[src/rtl/vga_timing_pkg.sv]
// -----------------------------------------------------------------------------
// vga_timing_pkg
//   Shared definitions for the VGA scan path:
//   - default 640x480@60 timing (active / porch / sync lengths per axis)
//   - derived totals and sync window bounds
//   - phase_t: the four phases each scan axis steps through
//   - BAR_TABLE: colour-bar test pattern, indexed by x[9:7]
// -----------------------------------------------------------------------------
package vga_timing_pkg;

  localparam int unsigned DEF_H_ACTIVE = 640;
  localparam int unsigned DEF_H_FP     = 16;
  localparam int unsigned DEF_H_SYNC   = 96;
  localparam int unsigned DEF_H_BP     = 48;
  localparam int unsigned DEF_V_ACTIVE = 480;
  localparam int unsigned DEF_V_FP     = 10;
  localparam int unsigned DEF_V_SYNC   = 2;
  localparam int unsigned DEF_V_BP     = 33;

  localparam int unsigned DEF_H_TOTAL      = DEF_H_ACTIVE + DEF_H_FP + DEF_H_SYNC + DEF_H_BP;
  localparam int unsigned DEF_V_TOTAL      = DEF_V_ACTIVE + DEF_V_FP + DEF_V_SYNC + DEF_V_BP;
  localparam int unsigned DEF_H_SYNC_START = DEF_H_ACTIVE + DEF_H_FP;
  localparam int unsigned DEF_H_SYNC_END   = DEF_H_SYNC_START + DEF_H_SYNC;
  localparam int unsigned DEF_V_SYNC_START = DEF_V_ACTIVE + DEF_V_FP;
  localparam int unsigned DEF_V_SYNC_END   = DEF_V_SYNC_START + DEF_V_SYNC;

  // Scan phase of one axis: visible, front porch, sync pulse, back porch.
  typedef enum logic [1:0] {ACT, FP, SYN, BPO} phase_t;

  // Index 0 is the leftmost bar: white, yellow, cyan, green, magenta, red,
  // blue, black.
  localparam logic [7:0][23:0] BAR_TABLE = {
    24'h000000, 24'h0000FF, 24'hFF0000, 24'hFF00FF,
    24'h00FF00, 24'h00FFFF, 24'hFFFF00, 24'hFFFFFF
  };

endpackage

[src/rtl/vga_scan_driver_if.sv]
// -----------------------------------------------------------------------------
// vga_scan_driver_if
//   Renderer bus between the scan driver and the pixel renderers.
//   master (scan driver): drives x, y, active; samples pix_r/g/b/a.
//   slave  (renderer)   : reads x, y, active; returns pix_r/g/b/a
//                         combinationally for the current coordinate.
// -----------------------------------------------------------------------------
interface vga_scan_driver_if;
  logic [9:0] x;
  logic [9:0] y;
  logic       active;
  logic [7:0] pix_r;
  logic [7:0] pix_g;
  logic [7:0] pix_b;
  logic       pix_a;

  modport master (output x, y, active, input pix_r, pix_g, pix_b, pix_a);
  modport slave  (input x, y, active, output pix_r, pix_g, pix_b, pix_a);
endinterface

[src/rtl/vga_axis_counter.sv]
// -----------------------------------------------------------------------------
// vga_axis_counter
//   One scan axis: a 10-bit counter 0..TOTAL-1 plus a phase FSM that tracks
//   ACT -> FP -> SYN -> BPO in lock-step with the count.
// Ports:
//   clk, rst_n : clock, asynchronous active-low reset
//   ce         : pixel clock enable; nothing moves while low
//   inc        : advance request (1 for horizontal, h wrap for vertical)
//   cnt        : current count
//   phase      : current phase
//   wrap       : inc is set and cnt is at TOTAL-1 (next advance returns to 0)
//   in_sync    : phase is SYN
// -----------------------------------------------------------------------------
module vga_axis_counter
  import vga_timing_pkg::*;
#(
  parameter int unsigned ACTIVE_LEN = DEF_H_ACTIVE,
  parameter int unsigned FP_LEN     = DEF_H_FP,
  parameter int unsigned SYNC_LEN   = DEF_H_SYNC,
  parameter int unsigned BP_LEN     = DEF_H_BP
) (
  input  logic       clk,
  input  logic       rst_n,
  input  logic       ce,
  input  logic       inc,
  output logic [9:0] cnt,
  output phase_t     phase,
  output logic       wrap,
  output logic       in_sync
);

  localparam int unsigned TOTAL = ACTIVE_LEN + FP_LEN + SYNC_LEN + BP_LEN;

  if (TOTAL > 1024) begin : g_total_check
    $error("vga_axis_counter: TOTAL=%0d exceeds the 10-bit counter range", TOTAL);
  end

  localparam logic [9:0] LAST     = 10'(TOTAL - 1);
  localparam logic [9:0] ACT_LAST = 10'(ACTIVE_LEN - 1);
  localparam logic [9:0] FP_LAST  = 10'(ACTIVE_LEN + FP_LEN - 1);
  localparam logic [9:0] SYN_LAST = 10'(ACTIVE_LEN + FP_LEN + SYNC_LEN - 1);

  phase_t phase_q;
  phase_t phase_next;
  logic   at_last;

  assign at_last = (cnt == LAST);
  assign wrap    = inc && at_last;
  assign phase   = phase_q;

  // NOTE: sequential state uses non-blocking assignments so every flop samples
  // pre-edge values regardless of process evaluation order.
  always_ff @(posedge clk or negedge rst_n) begin
    if (!rst_n) begin
      cnt <= '0;
    end else if (ce && inc) begin
      cnt <= at_last ? '0 : cnt + 10'd1;
    end
  end

  always_ff @(posedge clk or negedge rst_n) begin
    if (!rst_n) begin
      phase_q <= ACT;
    end else if (ce && inc) begin
      phase_q <= phase_next;
    end
  end

  // Transition on the last count of each phase. Checked from the end of the
  // line backwards so a zero-length porch collapses into the following phase.
  // NOTE: the default assignment first keeps this block free of inferred latches.
  always_comb begin
    phase_next = phase_q;
    if (at_last)                phase_next = ACT;
    else if (cnt == SYN_LAST)   phase_next = BPO;
    else if (cnt == FP_LAST)    phase_next = SYN;
    else if (cnt == ACT_LAST)   phase_next = FP;
  end

  always_comb begin
    in_sync = (phase_q == SYN);
  end

endmodule

[src/rtl/vga_scan_driver.sv]
// -----------------------------------------------------------------------------
// vga_scan_driver
//   Pixel-scan master: generates x/y for the renderers, registers the returned
//   colour together with HSYNC/VSYNC/DE (one pixel of latency, all aligned),
//   and provides frame strobes for game logic.
// Optional feature: define VGA_TEST_PATTERN_EN to add input test_mode, which
//   replaces active pixels with 8 vertical colour bars selected by x[9:7].
// Ports:
//   clk, rst_n      : clock, asynchronous active-low reset
//   pix_ce          : pixel clock enable; low freezes all state
//   test_mode       : (VGA_TEST_PATTERN_EN only) colour-bar override
//   pix             : renderer bus (x, y, active out; pix_r/g/b/a in)
//   vga_r/g/b       : registered colour to the DAC
//   vga_hs, vga_vs  : registered syncs, asserted level SYNC_POL
//   vga_de          : registered data enable
//   frame_start     : one-clk pulse after the (h,v) -> (0,0) wrap
//   vblank          : y >= V_ACTIVE
//   frame_cnt       : completed frames, wraps at 16 bits
// -----------------------------------------------------------------------------
module vga_scan_driver
  import vga_timing_pkg::*;
#(
  parameter int unsigned H_ACTIVE = DEF_H_ACTIVE,
  parameter int unsigned H_FP     = DEF_H_FP,
  parameter int unsigned H_SYNC   = DEF_H_SYNC,
  parameter int unsigned H_BP     = DEF_H_BP,
  parameter int unsigned V_ACTIVE = DEF_V_ACTIVE,
  parameter int unsigned V_FP     = DEF_V_FP,
  parameter int unsigned V_SYNC   = DEF_V_SYNC,
  parameter int unsigned V_BP     = DEF_V_BP,
  parameter logic        SYNC_POL = 1'b0,
  parameter logic [23:0] BG_COLOR = 24'h000000
) (
  input  logic                clk,
  input  logic                rst_n,
  input  logic                pix_ce,
`ifdef VGA_TEST_PATTERN_EN
  input  logic                test_mode,
`endif
  vga_scan_driver_if.master   pix,
  output logic [7:0]          vga_r,
  output logic [7:0]          vga_g,
  output logic [7:0]          vga_b,
  output logic                vga_hs,
  output logic                vga_vs,
  output logic                vga_de,
  output logic                frame_start,
  output logic                vblank,
  output logic [15:0]         frame_cnt
);

  logic [9:0]  h_cnt, v_cnt;
  phase_t      h_phase, v_phase;
  logic        h_wrap, v_wrap, h_in_sync, v_in_sync;
  logic        active;
  logic        frame_wrap;
  logic [23:0] pix_color;
  logic [15:0] frame_cnt_q;

  vga_axis_counter #(
    .ACTIVE_LEN (H_ACTIVE), .FP_LEN (H_FP), .SYNC_LEN (H_SYNC), .BP_LEN (H_BP)
  ) u_h_axis (
    .clk (clk), .rst_n (rst_n), .ce (pix_ce), .inc (1'b1),
    .cnt (h_cnt), .phase (h_phase), .wrap (h_wrap), .in_sync (h_in_sync)
  );

  // The vertical axis steps once per line, on the edge where h wraps.
  vga_axis_counter #(
    .ACTIVE_LEN (V_ACTIVE), .FP_LEN (V_FP), .SYNC_LEN (V_SYNC), .BP_LEN (V_BP)
  ) u_v_axis (
    .clk (clk), .rst_n (rst_n), .ce (pix_ce), .inc (h_wrap),
    .cnt (v_cnt), .phase (v_phase), .wrap (v_wrap), .in_sync (v_in_sync)
  );

  // Phase ACT is exactly count < ACTIVE on each axis.
  assign active     = (h_phase == ACT) && (v_phase == ACT);
  assign vblank     = (v_phase != ACT);
  assign frame_wrap = h_wrap && v_wrap;
  assign frame_cnt  = frame_cnt_q;

  assign pix.x      = h_cnt;
  assign pix.y      = v_cnt;
  assign pix.active = active;

  // Blanking is always black; transparent active pixels show the background.
  always_comb begin
    pix_color = 24'h000000;
    if (active) begin
      pix_color = pix.pix_a ? {pix.pix_r, pix.pix_g, pix.pix_b} : BG_COLOR;
`ifdef VGA_TEST_PATTERN_EN
      if (test_mode) pix_color = BAR_TABLE[h_cnt[9:7]];
`endif
    end
  end

  // Colour, DE and syncs are registered from the same counter state, so they
  // stay aligned with one pixel of latency.
  always_ff @(posedge clk or negedge rst_n) begin
    if (!rst_n) begin
      vga_r       <= 8'h00;
      vga_g       <= 8'h00;
      vga_b       <= 8'h00;
      vga_de      <= 1'b0;
      vga_hs      <= ~SYNC_POL;
      vga_vs      <= ~SYNC_POL;
      frame_start <= 1'b0;
      frame_cnt_q <= 16'h0000;
    end else begin
      // Pulse lasts one clk even when pix_ce is sparse.
      frame_start <= pix_ce && frame_wrap;
      if (pix_ce) begin
        {vga_r, vga_g, vga_b} <= pix_color;
        vga_de <= active;
        vga_hs <= h_in_sync ? SYNC_POL : ~SYNC_POL;
        vga_vs <= v_in_sync ? SYNC_POL : ~SYNC_POL;
        if (frame_wrap) frame_cnt_q <= frame_cnt_q + 16'd1;
      end
    end
  end

endmodule

[src/flat_wrapper.sv]
// flat-port wrapper written by rule: the top's interface ports become plain ports
module vga_scan_driver_flat import vga_timing_pkg::*;
#(
  parameter int unsigned H_ACTIVE = DEF_H_ACTIVE,
  parameter int unsigned H_FP     = DEF_H_FP,
  parameter int unsigned H_SYNC   = DEF_H_SYNC,
  parameter int unsigned H_BP     = DEF_H_BP,
  parameter int unsigned V_ACTIVE = DEF_V_ACTIVE,
  parameter int unsigned V_FP     = DEF_V_FP,
  parameter int unsigned V_SYNC   = DEF_V_SYNC,
  parameter int unsigned V_BP     = DEF_V_BP,
  parameter logic        SYNC_POL = 1'b0,
  parameter logic [23:0] BG_COLOR = 24'h000000
)
  (clk, rst_n, pix_ce, vga_r, vga_g, vga_b, vga_hs, vga_vs, vga_de, frame_start, vblank, frame_cnt, pix_x, pix_y, pix_active, pix_pix_r, pix_pix_g, pix_pix_b, pix_pix_a);
  vga_scan_driver_if pix_i ();
  input  logic clk;
  input  logic rst_n;
  input  logic pix_ce;
  output logic [7:0] vga_r;
  output logic [7:0] vga_g;
  output logic [7:0] vga_b;
  output logic vga_hs;
  output logic vga_vs;
  output logic vga_de;
  output logic frame_start;
  output logic vblank;
  output logic [15:0] frame_cnt;
  output wire logic [$bits(pix_i.x)-1:0] pix_x;
  output wire logic [$bits(pix_i.y)-1:0] pix_y;
  output wire logic [$bits(pix_i.active)-1:0] pix_active;
  input wire logic [$bits(pix_i.pix_r)-1:0] pix_pix_r;
  input wire logic [$bits(pix_i.pix_g)-1:0] pix_pix_g;
  input wire logic [$bits(pix_i.pix_b)-1:0] pix_pix_b;
  input wire logic [$bits(pix_i.pix_a)-1:0] pix_pix_a;
  assign pix_x = pix_i.x;
  assign pix_y = pix_i.y;
  assign pix_active = pix_i.active;
  assign pix_i.pix_r = pix_pix_r;
  assign pix_i.pix_g = pix_pix_g;
  assign pix_i.pix_b = pix_pix_b;
  assign pix_i.pix_a = pix_pix_a;
  vga_scan_driver #(.H_ACTIVE(H_ACTIVE), .H_FP(H_FP), .H_SYNC(H_SYNC), .H_BP(H_BP), .V_ACTIVE(V_ACTIVE), .V_FP(V_FP), .V_SYNC(V_SYNC), .V_BP(V_BP), .SYNC_POL(SYNC_POL), .BG_COLOR(BG_COLOR)) u_core (.clk(clk), .rst_n(rst_n), .pix_ce(pix_ce), .pix(pix_i), .vga_r(vga_r), .vga_g(vga_g), .vga_b(vga_b), .vga_hs(vga_hs), .vga_vs(vga_vs), .vga_de(vga_de), .frame_start(frame_start), .vblank(vblank), .frame_cnt(frame_cnt));
endmodule
[config.mk]
export PLATFORM = sky130hd
export DESIGN_NAME = vga_scan_driver_flat
export DESIGN_NICKNAME = d
export VERILOG_FILES = /design/src/rtl/vga_timing_pkg.sv /design/src/rtl/vga_scan_driver_if.sv /design/src/rtl/vga_axis_counter.sv /design/src/rtl/vga_scan_driver.sv /design/src/flat_wrapper.sv
export SDC_FILE = /design/constraint.sdc
export NUM_CORES = 1
export LEC_CHECK = 0
export ABC_AREA = 1
export CAP_MARGIN = 20
export CORE_ASPECT_RATIO = 1.5
export CORE_UTILIZATION = 30
export DETAILED_ROUTE_END_ITERATION = 12
export SLEW_MARGIN = 20
export SYNTH_ARGS = -nofsm -noshare
export SYNTH_HDL_FRONTEND = slang
export SYNTH_HIERARCHICAL = 1
export SYNTH_SLANG_ARGS = --single-unit
[constraint.sdc]
create_clock -name clk -period 3.9 [get_ports clk]
set_input_delay 0.39 -clock clk [delete_from_list [all_inputs] [get_ports clk]]
set_output_delay 0.39 -clock clk [all_outputs]
set_load 0.05 [all_outputs]
==> out/metrics.cfg <==
[drt]
route.vias.total=3132
ant_nets=0
drt_pass1_iterations=5
drt_first_iter_violations=155
drc=0
avgRoutedWirePerCell_um=12.8
viasPerCell=4.54
wl_um=8860

[worst_setup_path]
crit_path_top_delay_cell=clkdlybuf4s50_1
startpoint=u_core/u_v_axis/phase[1]
max_stage_delay_ns=0.80
worst-setup-path-type=register to output port
critPathArrivalTime_ns=1.92
cp_top_family=buffers and inverters
path_cells=nor2_1, nand2_1, inv_1, clkdlybuf4s50_1
ff2ff_setup_slack_ns=1.68
reg2reg_from=u_core/u_h_axis/cnt[0]
endpoint_kind=output port
cp-start-kind=register
cp_num_cells=4
worst-path-buf-inv=2
crit_required_ns=3.51
rr_endpoint=u_core/frame_cnt[11]
crit_end=pix_active
reg2reg_depth=14
cp_max_fo=3

[global_routing]
grt_max_degree=46
antenna_found_initial=0
grt_pass1_vias=3066
grt_pass1_wl_um=14700
track_usage_pct=15.5
gr-total-overflow=0

[yosys]
synthArstFlopShare_pct=100
postSynthAreaPerCell_um2=8.04
synth_edf_count=0
synth_area_mm2=0.00351
ys_ff_latch=68
yosysWarnings=6
netlist_instances=437
yosys.cell_types.count=26
seq_area_frac_synth_pct=48.5
ys.flop_type=dfrtp_1

[clocking]
postCtsSetupBuffers=0
cts_tree=built
cts.sinks=68
clockBufferDepth=2
insertion_delay_ns=0.33
cts_hold_buffers=0
cts_buffers=9
cts_root_buffer=clkbuf_16
cts.clk_slew.worst_paths_ns=0.06
cts_resized=0
h-tree-depth=3

[flow_run]
cap_viol_max_count=0

[finish]
final_common_cell=nand2_1
fin_nets=568
antenna_cells=0
drive_gt1_share_pct=10.9
layout_common_cells=141 x nand2_1, 92 x clkdlybuf4s50_1, 66 x dfrtp_1, 49 x nand3_1, 46 x inv_1
design_area_mm2=0.00490
area_growth_pct=39.4

[floorplanning]
dieArea_mm2=0.0122
core_area_mm2=0.0115
start_util_pct=30.6
io_pins=94
fp.dieW_um=90.4
rows=48
dieHeight_um=135

[power]
p_sw_share_pct=35.3
power_per_cell_area_mw_per_mm2=461
leakagePower_nw=2.34
power_switching_mw=0.798
cellInternalPower_mw=1.46
pwr-share-seq_pct=37.7
clock_power_share_pct=36.1
ir_drop_v=0.000410
combPwrFrac_pct=26.1

[run_status]
status=complete, no violations

[sta]
skew_ns=0.00755
period_share_pct=59.2
setup_viol=0
slew_viol_final=0
fmax_mhz=433
tns_ns=0
period_needed_ns=2.31
tightest_slew_ns=0.856
hold_viol_final=0
maxSlewHeadroom_pct=42.7
rsz0062_at_grt=no

[place]
gp_congestion=0.801
hpwl_um=6420
place_area_mm2=0.00460
port_buffers=93

[hold_path]
holdCritPathClass=primary input to async pin

-- cells by family after synthesis --
group / Yosys count / share of synthesized area [%]
simple gates: 269 / 36.1
flops: 68 / 48.5
buf+inv: 60 / 6.87
compound gates: 18 / 2.63
xor+xnor: 16 / 3.99
fa+ha+maj: 5 / 1.78
other cells: 1 / 0.107
-- metrics by stage --
| stage | power, mW | utilization [%] | hold slack, ns | setup slack [ns] | cells |
|---|---|---|---|---|---|
| after global placement | 1.45 | 40.1 | 0.464 | 1.66 | 674 |
| after global routing | 2.37 | 42.7 | 0.102 | 1.49 | 690 |
| after detailed placement | 1.46 | 40.1 | 0.464 | 1.63 | 674 |
| final | 2.26 | 42.7 | 0.0454 | 1.59 | 690 |
| after CTS | 2.29 | 42.7 | 0.290 | 1.55 | 690 |
| after floorplan | 1.23 | - | 0.0944 | 1.60 | 438 |
-- flip-flops by register name (all words and copies together), names as in the netlist --
register and flops:
u_core/vga_vs 1, u_core/u_h_axis/phase 2, u_core/u_v_axis/cnt 10, u_core/u_v_axis/phase 2, u_core/vga_b 8, u_core/vga_de 1
u_core/u_h_axis/cnt 10, u_core/vga_r 8, u_core/vga_hs 1, u_core/frame_start 1, u_core/vga_g 8, u_core/frame_cnt 16
-- worst reg2reg max path: stages, from the launching register on --
cell	delay, ns
dfrtp_1	0.41
ha_1	0.20
nand3_1	0.10
inv_1	0.11
nand3_2	0.14
nor2_4	0.17
inv_1	0.11
nor2_4	0.14
nand3_4	0.15
inv_6	0.13
nand2_2	0.07
nor2_2	0.14
nand3_1	0.11
nand2_1	0.08
nand2_1	0.05
-- metal layers --
metal / part of all wire [%] / GRT usage [%]
met5: 0 / 0
met4: 1.9 / 6.63
met3: 3.5 / 3.55
met2: 53 / 27.6
met1: 42 / 17.6
-- worst min path at each step --
stage	from	endpoint	cells past startpoint
3_3_place_gp	u_core/vga_b[7]	u_core/vga_b[7]	2
2_1_floorplan	rst_n	u_core/frame_cnt[0]	0
4_1_cts	rst_n	u_core/u_v_axis/cnt[5]	1
3_5_place_dp	u_core/vga_r[2]	u_core/vga_r[2]	2
5_1_grt	rst_n	u_core/u_v_axis/cnt[6]	1
6_report	rst_n	u_core/u_v_axis/cnt[5]	1
-- synth_stat cells (3+ instances only) --
master / number / area share [%]
ha_1: 5 / 1.8
nor3_1: 9 / 1.3
nand2_2: 8 / 1.4
inv_1: 46 / 4.9
nor2_2: 8 / 1.4
nor2_4: 9 / 2.9
xnor2_1: 4 / 1.0
nor2_1: 31 / 3.3
a21oi_1: 6 / 0.85
o21ai_1: 6 / 0.85
xor2_1: 12 / 3.0
inv_2: 5 / 0.53
nand4_1: 6 / 1.1
dfrtp_1: 66 / 47
nand3_1: 49 / 7.0
buf_4: 3 / 0.64
nand2_1: 141 / 15
nor3_2: 4 / 1.1
clkbuf_1: 5 / 0.53
o21ai_0: 5 / 0.71
-- final cells by class --
class | count | area [um2]
fill | 1132 | 6570
sequential | 68 | 1700
multi-input combinational | 310 | 1570
timing repair buffer | 94 | 936
clock buffer | 9 | 225
inverter | 52 | 200
tap | 150 | 188
clock inverter | 7 | 75.1
-- power by group through the flow --
stage	logic (mW)	clock network, mW	registers (mW)
finish	0.591	0.817	0.853
global route	0.632	0.872	0.866
CTS	0.596	0.844	0.854
detailed placement	0.593	0	0.865
global placement	0.590	0	0.864
floorplan	0.145	0	1.08
Power figures use the tool's default switching activity.
